--- src/rtl/updown_counter_param.sv ---
// rtl/updown_counter_param.sv - parametrised up/down counter with load, wrap/saturate, tc and roll pulse
// Priority per edge is rst > load > enable; roll is registered and flags the edge that wrapped.
module updown_counter_param #(
  parameter int               WIDTH    = 5,
  parameter logic [WIDTH-1:0] MAX_VAL  = {WIDTH{1'b1}},
  parameter bit               SATURATE = 1'b0
) (
  input  logic             clk,
  input  logic             rst,
  input  logic             load,
  input  logic             enable,
  input  logic             up,
  input  logic [WIDTH-1:0] data,
  output logic [WIDTH-1:0] count,
  output logic             tc,
  output logic             roll
);

  logic [WIDTH-1:0] count_q, count_d;
  logic             roll_q, roll_d;
  logic [WIDTH-1:0] load_val;
  logic             at_max, at_min;

  // A full-range counter can hold any load value, so the clamp only exists for short moduli.
  if (MAX_VAL == {WIDTH{1'b1}}) begin : g_no_clamp
    assign load_val = data;
  end else begin : g_clamp
    assign load_val = (data > MAX_VAL) ? MAX_VAL : data;
  end

  assign at_max = (count_q == MAX_VAL);
  assign at_min = (count_q == '0);

  always_comb begin
    count_d = count_q;
    roll_d  = 1'b0;
    if (load) begin
      count_d = load_val;
    end else if (enable) begin
      if (up) begin
        if (!at_max) begin
          count_d = count_q + WIDTH'(1);
        end else if (!SATURATE) begin
          count_d = '0;
          roll_d  = 1'b1;
        end
      end else begin
        if (!at_min) begin
          count_d = count_q - WIDTH'(1);
        end else if (!SATURATE) begin
          count_d = MAX_VAL;
          roll_d  = 1'b1;
        end
      end
    end
  end

  always_ff @(posedge clk or posedge rst) begin
    if (rst) begin
      count_q <= '0;
      roll_q  <= 1'b0;
    end else begin
      count_q <= count_d;
      roll_q  <= roll_d;
    end
  end

  assign count = count_q;
  assign roll  = roll_q;
  assign tc    = up ? at_max : at_min;

endmodule

--- config.mk ---
export PLATFORM = sky130hd
export DESIGN_NAME = updown_counter_param
export DESIGN_NICKNAME = d
export VERILOG_FILES = /design/src/rtl/updown_counter_param.sv
export SDC_FILE = /design/constraint.sdc
export NUM_CORES = 1
export LEC_CHECK = 0
export CAP_MARGIN = 5
export CELL_PAD_IN_SITES_DETAIL_PLACEMENT = 1
export CELL_PAD_IN_SITES_GLOBAL_PLACEMENT = 1
export CORE_ASPECT_RATIO = 0.8
export CORE_MARGIN = 1
export CORE_UTILIZATION = 32
export DETAILED_ROUTE_END_ITERATION = 6
export MAX_ROUTING_LAYER = met4
export PLACE_DENSITY_LB_ADDON = 0.1
export SYNTH_ARGS = -nofsm -noshare
export SYNTH_HDL_FRONTEND = slang
export SYNTH_SLANG_ARGS = --single-unit
--- constraint.sdc ---
create_clock -name clk -period 2.3 [get_ports clk]
set_clock_uncertainty 0.15 [all_clocks]
set_input_delay 0.345 -clock clk [delete_from_list [all_inputs] [get_ports clk]]
set_output_delay 0.345 -clock clk [all_outputs]
set_load 0.01 [all_outputs]
# Word-level counts from Yosys, hierarchy flattened
# Index checks and enable logic that the tools add are counted.
# totals
ff_bits	6
in_bits	10
wordCells	18
# op_classes
add_sub_neg	2
n_eq_ne	1
muxes	11
n_reduce_logical	2
# op_table
op	count
5-bit 2-to-1 mux	5
1-bit 2-to-1 mux	6
5-bit by 1-bit adder with 5-bit output, second input constant	1
5-bit equality test, second input constant	1
5-bit logical NOT	1
5-bit by 1-bit subtractor with 5-bit output, second input constant	1
2-bit nonzero test	1

# Logic depth before layout (Yosys ltp)
# depth
depth_word	5
mapped_depth	7
ltp_nobuf	7

# Least setup slack after synthesis
# Ideal clock, no wire load.
# synth_timing
path_type	flip-flop to flip-flop
from	reg count_q[0], in the netlist count[0]
to	reg count_q[2], in the netlist count[2]
setup_time_ps	95
arrival_time_ps	1685
t_required_ps	2055
path_slack_ps	369
stages_incl_launch_ff	8
path_buffers	0
path_cell_list	dfrtp_1 > ha_1 > and3_2 > ha_1 > and2b_2 > a22o_1 > a21oi_1 > o31ai_1
# synth_between
elab_chain_len	5
word_cells_on_any_way	9
cone_classes	2 x add/sub; 1 x eq/ne; 5 x mux; 1 x reduce/logical
# synth_rtl
item	line_no	source
start, declared	19	logic [WIDTH-1:0] count_q, count_d;
start signal, assigned	63	count_q <= count_d;
5-bit by 1-bit subtractor with 5-bit output (tied with other cells)	49	count_d = count_q - WIDTH'(1);
5-bit 2-to-1 mux, on equally long branches	48, 41	
5-bit 2-to-1 mux (*)	40	if (up) begin
5-bit 2-to-1 mux (*)	39	end else if (enable) begin
5-bit 2-to-1 mux (*)	37	if (load) begin
# Every way passes the cells marked *; elsewhere a longest branch is shown, timed or not. The select of a mux whose other input is x is not followed.
# A chain may end at the register's enable or synchronous reset.

# Worst setup path after layout
# layout_timing
from	reg count_q[1], in the netlist count[1]
to	out tc
# layout_between
elab_chain_len	2
word_cells_on_any_way	3
cone_classes	1 x eq/ne; 1 x mux; 1 x reduce/logical
# layout_rtl
item	line_no	source
5-bit equality test or 5-bit logical NOT (tied branches)	31, 32	
1-bit 2-to-1 mux (*)	70	assign tc = up ? at_max : at_min;
end, declared	15	output logic tc,
# Every way passes the cells marked *; elsewhere a longest branch is shown, timed or not.

==> flow_summary.toml <==
[setup_path]
crit_arrival_ps = 1670
worst-path-max-fanout = 3
slowest_stage = "dfrtp_1"
crit_path_end_kind = "output pin"
r2r-start = "count[1]"
critPathRequiredTime_ps = 1800
startpoint_type = "register"
regToRegSetupSlack_ps = 290
cp_slowest_stage_delay_ps = 400
path_cells = "ha_2 > and3_2 > ha_1 > a21o_2 > clkdlybuf4s15_1"
crit_type = "reg -> out"
startpoint = "count[1]"

[synth]
yosysMostFrequentCell = "inv_1"
yosys.area.top_type = "dfrtp_1"
synth_common_cells = "7 x inv_1, 6 x dfrtp_1, 5 x nand2_1, 5 x o21ai_0, 3 x ha_1"
synth-edff-count = 0
yosys_warnings = 0
ys_seq_area_share_pct = 28.8
synth_top_area_share_pct = 28.8
ys_async_sr_fraction_pct = 100
ys_ff_latch = 6
synth_ff_type = "dfrtp_1"
syn_inst = 56
synth_area_um2 = 520
ys_top_cells_by_area = "dfrtp_1 29%, ha_1 7.2%, inv_1 5.0%"
syn_nets = 69
syn_avg_cell_area_um2 = 9.29
ys_types = 31

[global_route]
grt_remaining_overflow = 0
grt_max_degree = 11
antenna_found_initial = 0
grt_usage_pct = 20.8
grt_pass1_wl_um = 2340
grt_pass1_vias = 498

[final_layout]
drive_above_1_share_pct = 23.8
final_nets = 95
n_antenna_cell = 0
fin_util_pct = 52.3
area_growth_pct = 46.4

[floorplanning]
ios = 17
core_area_mm2 = 0.00146
start_util_pct = 35.7
die_area_mm2 = 0.00179
die_y_um = 38.1
die_width_um = 47.1
rows = 12

[drt]
ant_nets = 0
wl_per_cell_um = 13.7
wl_um = 1380
vias = 487
drc = 0
drt_pass1_iterations = 4
dr.first_iter.drc_count = 10
viasPerCell = 4.82

[placement]
place.gp.congestion = 0.811
dp_slack_ps = -5.81
portBuffers = 16
hpwlAfterDp_um = 1110

[sta]
slew_headroom_pct = 75.4
timing.final.crit_share_pct = 94.3
tightest_slew_ps = 368
clock.fmax_mhz = 461
final_max_slew_viol_count = 0
setup_viol = 0
fin_crit_ps = 2170
setup_ws_ps = 132
rsz0062_at_grt = "no"
hold_violations = 0

[clocking]
cts_hold_buf = 0
numCtsBuffers = 3
htree_levels = 1
clkTransAtPathRegs_ps = 50
clkSinkCount = 6
clockBufferDepth = 2
cts_tree = "yes"
root_buffer = "clkbuf_4"
clkLatencyLatePin_ps = 250

[pwr]
powerDensity_mw_per_mm2 = 511
leakagePower_uw = 0.000365
vdd_drop_max_mv = 0.268

[run]
cap_violations = 0

[worst_hold_path]
hp-class = "in -> async"

[status]
status = "finished, final reports clean"
## flip-flops by register name, indices dropped and copies added, names as in the netlist
signal,flops
count,5
roll,1
## per-stage QoR
| step | hold slack [ps] | cells | instance area [µm²] | power (µW) | TNS (ps) |
|---|---|---|---|---|---|
| final | 175 | 101 | 762 | 389 | 0 |
| after global routing | 197 | 101 | 762 | 424 | 0 |
| after CTS | 182 | 101 | 758 | 400 | 0 |
| after detailed placement | 465 | 98 | 737 | 290 | -5.81 |
| after global placement | 448 | 98 | 737 | 285 | 0 |
| after floorplan | -14.0 | 56 | 520 | 218 | 0 |
## layout make-up
| cell class | count | area [µm²] |
|---|---|---|
| clock buffers | 3 | 22.5 |
| inverters | 7 | 26.3 |
| well taps | 21 | 26.3 |
| multi-input cells | 40 | 317 |
| fillers | 179 | 694 |
| repair buffers | 24 | 220 |
| flip-flops and latches | 6 | 150 |
## cell usage in the layout (no fill, tap or decap), types with 2 or more instances in the layout
master / count
clkdlybuf4s50_1: 15
buf_4: 8
inv_1: 7
dfrtp_1: 6
nand2_1: 5
o21ai_0: 5
clkbuf_4: 3
mux2i_1: 2
and3_1: 2
a31oi_1: 2
ha_1: 2
## worst paths after layout
| path | to | cells past startpoint |
|---|---|---|
| setup / recovery | tc | 5 |
| hold / removal | roll | 2 |
| setup reg to reg | count[2] | 8 |
| hold reg to reg | count[2] | 2 |
| max in group asynchronous | count[1] | 2 |
| min in group clk | count[3] | 3 |
## per-layer routing
| layer | GRT usage [%] | part of all wire [%] | up-vias |
|---|---|---|---|
| met5 | - | 0 | - |
| met4 | 8.57 | 0.87 | 0 |
| met3 | 7.08 | 4.1 | 2 |
| met2 | 30.6 | 46 | 12 |
| met1 | 25.9 | 49 | 221 |
| li1 | - | - | 252 |
## cell families after synthesis
family	share of synthesized area, %
xor gates and xnor gates	3.37
and+or+nand+nor	22.4
AOI/OAI and AO/OA	23.6
buffers and inverters	10.8
adders and majority gates	7.21
muxes	3.85
DFF	28.8
## critical path, delay by kind of cell (launching register included)
| kind | cells | cell delay, ps |
|---|---|---|
| compound gates | 1 | 200 |
| fa+ha+maj | 2 | 400 |
| buf+inv | 1 | 220 |
| simple gates | 1 | 210 |
| flops | 1 | 400 |
## power breakdown
part / internal (µW) / switching [µW] / total, µW
clock network: 59.4 / 44.0 / 103
logic: 85.5 / 65.6 / 151
registers: 117 / 17.7 / 135
total: 262 / 127 / 389
## timing repair
item / 4_1_cts / 5_1_grt
hold endpoints to repair: 0 / 0
gates resized for setup: 1 / 2
pin swaps: 0 / 1
endpoints found under the setup margin: 1 / 1
buffers inserted: 0 / 0
cloned: 0 / 0
No activity file was read; power rests on OpenSTA's default activity.
